## src/rtl/seg_value_formatter.sv

```systemverilog
// Binary 0..9999 -> four 7-segment masks via sequential double-dabble, handed to the display driver.
// Optional macro SEG_COLON_EN adds colon_i, which drives digits_o[1][7].
module seg_value_formatter #(
  parameter bit BLANK_LEADING_ZEROS = 1'b1,
  parameter bit SKIP_UNCHANGED      = 1'b1
) (
  input  logic        clk_i,
  input  logic        porb_i,
  input  logic        sync_reset_i,
  input  logic [13:0] value_i,
  input  logic        value_valid_i,
`ifdef SEG_COLON_EN
  input  logic        colon_i,
`endif
  input  logic        busy_i,
  output logic [7:0]  digits_o [0:3],
  output logic        disp_strobe_o,
  output logic        ready_o,
  output logic        overflow_o
);

  typedef enum logic [2:0] {
    S_IDLE,
    S_CONVERT,
    S_ENCODE,
    S_WAIT_DRV,
    S_STROBE
  } state_t;

  state_t          state_reg;
  logic            pend_reg;
  logic [13:0]     pend_val_reg;
  logic [29:0]     dd_reg;        // {bcd[15:0], binary[13:0]}
  logic [3:0]      step_reg;
  logic            ovf_reg;
  logic [3:0][7:0] enc_reg;
  logic [3:0][7:0] last_reg;
  logic [3:0][7:0] digits_reg;
  logic            strobe_reg;
  logic            overflow_reg;

  logic            capture;
  logic [15:0]     bcd_adj;
  logic [29:0]     dd_next;
  logic [3:0][7:0] enc_next;
  logic [3:0][7:0] enc_out;

  function automatic logic [7:0] seg_lut(input logic [3:0] d);
    case (d)
      4'd0:    seg_lut = 8'h3F;
      4'd1:    seg_lut = 8'h06;
      4'd2:    seg_lut = 8'h5B;
      4'd3:    seg_lut = 8'h4F;
      4'd4:    seg_lut = 8'h66;
      4'd5:    seg_lut = 8'h6D;
      4'd6:    seg_lut = 8'h7D;
      4'd7:    seg_lut = 8'h07;
      4'd8:    seg_lut = 8'h7F;
      4'd9:    seg_lut = 8'h6F;
      default: seg_lut = 8'h00;
    endcase
  endfunction

  genvar gi;
  generate
    for (gi = 0; gi < 4; gi++) begin : g_digit
      // Digit gi counts from the left, so its BCD nibble sits at dd_reg[29-4*gi -: 4].
      logic [3:0] bcd_digit;
      logic       lead_zero;
      assign bcd_digit = dd_reg[26-4*gi +: 4];
      assign lead_zero = (dd_reg[29 -: 4*(gi+1)] == '0);
      assign bcd_adj[4*gi +: 4] = (dd_reg[14+4*gi +: 4] >= 4'd5) ?
                                  dd_reg[14+4*gi +: 4] + 4'd3 : dd_reg[14+4*gi +: 4];
      assign enc_next[gi] = ovf_reg ? 8'h40 :
                            (BLANK_LEADING_ZEROS && (gi < 3) && lead_zero) ? 8'h00 :
                            seg_lut(bcd_digit);
      assign digits_o[gi] = digits_reg[gi];
    end
  endgenerate

  assign dd_next = {bcd_adj[14:0], dd_reg[13:0], 1'b0};

`ifdef SEG_COLON_EN
  logic colon_seen_reg;
  // A colon edge re-runs the pipeline so the new colon reaches the driver.
  assign capture = value_valid_i | (colon_i != colon_seen_reg);
  always_comb begin
    enc_out       = enc_reg;
    enc_out[1][7] = colon_i;
  end
`else
  assign capture = value_valid_i;
  assign enc_out = enc_reg;
`endif

  assign ready_o       = (state_reg == S_IDLE) && !pend_reg;
  assign disp_strobe_o = strobe_reg;
  assign overflow_o    = overflow_reg;

  always_ff @(posedge clk_i or negedge porb_i) begin
    if (!porb_i) begin
      state_reg    <= S_IDLE;
      pend_reg     <= 1'b0;
      pend_val_reg <= '0;
      dd_reg       <= '0;
      step_reg     <= '0;
      ovf_reg      <= 1'b0;
      enc_reg      <= '0;
      last_reg     <= '0;
      digits_reg   <= '0;
      strobe_reg   <= 1'b0;
      overflow_reg <= 1'b0;
`ifdef SEG_COLON_EN
      colon_seen_reg <= 1'b0;
`endif
    end else if (sync_reset_i) begin
      state_reg    <= S_IDLE;
      pend_reg     <= 1'b0;
      pend_val_reg <= '0;
      dd_reg       <= '0;
      step_reg     <= '0;
      ovf_reg      <= 1'b0;
      enc_reg      <= '0;
      last_reg     <= '0;
      digits_reg   <= '0;
      strobe_reg   <= 1'b0;
      overflow_reg <= 1'b0;
`ifdef SEG_COLON_EN
      colon_seen_reg <= 1'b0;
`endif
    end else begin
      strobe_reg <= 1'b0;
`ifdef SEG_COLON_EN
      colon_seen_reg <= colon_i;
`endif
      case (state_reg)
        S_IDLE: begin
          if (pend_reg) begin
            dd_reg    <= {16'd0, pend_val_reg};
            ovf_reg   <= (pend_val_reg > 14'd9999);
            step_reg  <= '0;
            pend_reg  <= 1'b0;
            state_reg <= S_CONVERT;
          end
        end
        S_CONVERT: begin
          dd_reg   <= dd_next;
          step_reg <= step_reg + 4'd1;
          if (step_reg == 4'd13) state_reg <= S_ENCODE;
        end
        S_ENCODE: begin
          enc_reg   <= enc_next;
          state_reg <= S_WAIT_DRV;
        end
        S_WAIT_DRV: begin
          if (!busy_i) begin
            if (SKIP_UNCHANGED && (enc_out == last_reg)) begin
              state_reg <= S_IDLE;
            end else begin
              digits_reg   <= enc_out;
              last_reg     <= enc_out;
              overflow_reg <= ovf_reg;
              strobe_reg   <= 1'b1;
              state_reg    <= S_STROBE;
            end
          end
        end
        S_STROBE: state_reg <= S_IDLE;
        default:  state_reg <= S_IDLE;
      endcase
      // Placed after the FSM so a capture coinciding with IDLE's consume keeps pend set.
      if (capture) pend_reg <= 1'b1;
      if (value_valid_i) pend_val_reg <= value_i;
    end
  end

endmodule

```

## config.mk

```make
export PLATFORM = sky130hd
export DESIGN_NAME = seg_value_formatter
export DESIGN_NICKNAME = d
export VERILOG_FILES = /design/src/rtl/seg_value_formatter.sv
export SDC_FILE = /design/constraint.sdc
export NUM_CORES = 1
export LEC_CHECK = 0
export CORE_MARGIN = 10
export CORE_UTILIZATION = 62
export CTS_BUF_LIST = sky130_fd_sc_hd__clkbuf_8 sky130_fd_sc_hd__clkbuf_16
export DETAILED_ROUTE_END_ITERATION = 8
export PLACE_DENSITY = 0.82
export RECOVER_POWER = 100
export SLEW_MARGIN = 20
export SYNTH_ARGS = -nofsm -noshare
export SYNTH_HDL_FRONTEND = slang
export SYNTH_SLANG_ARGS = --single-unit
```

## constraint.sdc

```tcl
create_clock -name clk_i -period 4.2 [get_ports clk_i]
set_input_delay 0.84 -clock clk_i [delete_from_list [all_inputs] [get_ports clk_i]]
set_output_delay 0.84 -clock clk_i [all_outputs]
set_load 0.02 [all_outputs]
```

==> flow_summary.ini <==
[logic_synthesis]
post_synth_main_area_contributors = dfrtp_1 49%, a22o_1 5.4%, o21ai_0 5.2%
yosysUniqueCellTypes = 45
synth_compound_area_share_pct = 18.5
synth_top_family_by_area = compound AO/OA/AOI/OAI gates
synthMuxAreaShare_pct = 2.48
synth_top_area_cell = dfrtp_1
synth-simple-area-share_pct = 15.2
ys.flop_type = dfrtp_1
synthArstFlopShare_pct = 100
synth_top_area_share_pct = 49.2
yosysSeqAreaShare_pct = 49.2
ys_warn_count = 0
synth_edf_count = 0
synth-xor-area-share_pct = 4.97
synthAdderAreaFrac_pct = 4.88
avgSynthCellArea_um2 = 9.74
netlist_area_um2 = 5640
ys_ff_latch = 111
synthCells = 579

[detailed_routing]
drc = 0
drt-initial-drc-count = 317
drtPass1Iterations = 5
wl_mm = 12.5
vias = 4362
wl_per_cell_um = 17.3
ant_nets = 0
avgViaCountPerCell = 6.04

[worst_setup_path]
cpMaxStageDelayCell = a311oi_1
worst_ep_arrival_time_ps = 3420
reg2regPathDepth = 5
critPathLaunchType = input pin
worst-setup-path-type = input pin to flip-flop
r2r-start = state_reg[0]
worst-path-stages = 5
max_stage_delay_ps = 1020
end_kind = flip-flop
crit_chain = dlygate4sd3_1 > or3_1 > a311oi_1 > buf_4 > a22o_1
cp_data_required_time_ps = 4510
cp-endpoint = digits_o[18]
r2r_slack_ps = 1470
critPathMaxFanout = 20
critical_path_buf_inv_count = 2
crit_family = compound AO/OA/AOI/OAI gates
startpoint = busy_i
r2r-end = digits_o[18]

[clock_network]
clkTransAtPathRegs_ps = 110
cts_max_level = 3
cts_tree = yes
clock_latency_ps = 370
hold_buffers = 0
cts_setup_buffers = 0
root_buffer = clkbuf_8
clock-sinks = 111
clockBufferDepth = 2
cts_made_buffers = 9
cts_resized = 0

[placed_design]
dp_slack_ps = 1140
gp_congestion = 0.852
port_buffers = 49
place_area_um2 = 6130
dpl.hpwl_mm = 9.16

[timing]
tightest_slew_ps = 1630
max_freq_mhz = 322
setup_tns_ps = 0
hold_ws_ps = 505
report.final.setup_viol = 0
clock_skew_ps = 7.34
post-route-period-util_pct = 74.0
hold_viol = 0
drv_slew = 68
rsz0062_at_grt = false
slew_headroom_pct = -8.68
setup_ws_ps = 1090
min_period_ps = 3110

[global_route]
grt_pass1_vias = 4071
grt_max_degree = 68
globalRouteOverflowTotal = 0
grt_pass1_wl_mm = 20.7
antenna_found_initial = 0
track_usage_pct = 19.1

[run_status]
status = finished, violations left
violations = capacitance limit, slew limit

[die]
die_height_um = 115
die_x_um = 115
floorplan.initialDensity_pct = 64.1
die_area_um2 = 13300
io_pins = 54
rows = 34
fp.coreArea_um2 = 8810

[cells_and_area]
final_cell_area_um2 = 6290
final_common_cell = dfrtp_1
num-fill-cells = 656
num_antenna_cells = 0
largest_register_ffs = 30
most-common-layout-cells = 111 x dfrtp_1, 72 x nand2_1, 59 x o21ai_0
drive_gt1_share_pct = 3.75
final_nets = 650
area_growth_pct = 11.5

[power_and_ir_drop]
peakVddDrop_mv = 0.188
finalPower_mw = 1.88
leakagePower_nw = 2.99
power_density_nw_per_um2 = 299

[hold_path]
hp-class = flip-flop to flip-flop

[run]
cap_violations = 1
power by group:
part / switching [mW] / leakage [nW] / internal [mW]
Sequential: 0.0190 / 1.53 / 1.09
Clock: 0.394 / 0.0960 / 0.232
Combinational: 0.0956 / 1.36 / 0.0482
Total: 0.508 / 2.99 / 1.37
layout make-up:
class                           instances  area [um2]  share of cell area [%]
Tap cell                              108         135                    2.15
Clock buffer                            9         124                    1.97
Sequential cell                       111        2780                    44.2
Multi-Input combinational cell        414        2610                    41.5
Inverter                               19        71.3                    1.13
Timing Repair Buffer                   54         508                    8.08
Clock inverter                          7        63.8                    1.01
layer usage:
layer  up-vias  track usage [%]  routed length [um]
li1       2088                -                   -
met1      2116             26.4                5720
met2       141             29.8                5860
met3        17             3.33                 685
met4         0             6.00                 198
met5         -                0                   0
cell usage after synthesis (all sizes together), types with 2 or more instances:
cell type,instances
nor4,4
ha,22
nor2,55
a31oi,2
a21oi,30
o21a,2
or3,4
a311oi,15
xor2,4
nand3,8
nand2b,8
nand4,9
a22o,35
xnor2,28
buf,14
a211oi,3
o21bai,3
nor3b,5
nor3,11
dfrtp,111
inv,19
nor2b,3
o21ai,59
a21o,4
clkbuf,24
mux2i,14
nand2,72
kinds of logic (layout without fill, tap and decap cells):
group                    after synthesis  in the layout
XOR/XNOR                              32             32
AO/OA/AOI/OAI                        159            159
multiplexers                          14             14
other                                  1              4
adder cells (fa/ha/maj)               22             22
flip-flops                           111            111
buffers and inverters                 57             89
AND/OR/NAND/NOR                      183            183
per-stage QoR:
stage          util, %  instances
6_report          71.4        722
5_1_grt           71.4        722
4_1_cts           71.7        722
3_5_place_dp      69.6        706
3_3_place_gp      69.6        706
2_1_floorplan        -        582
worst register-to-register path, delay by kind of cell, from the launching register on:
kind,cells,cell delay (ps)
flops,1,550
buf+inv,1,410
compound gates,2,1210
simple gates,2,510
worst min path at each step:
stage / startpoint / end / cells past startpoint
detailed placement: step_reg[3] / step_reg[3] / 1
global placement: step_reg[3] / step_reg[3] / 1
finish: step_reg[3] / step_reg[3] / 1
global route: dd_reg[13] / dd_reg[14] / 1
CTS: step_reg[3] / step_reg[3] / 1
floorplan: step_reg[3] / step_reg[3] / 1
Power figures use the tool's default switching activity.
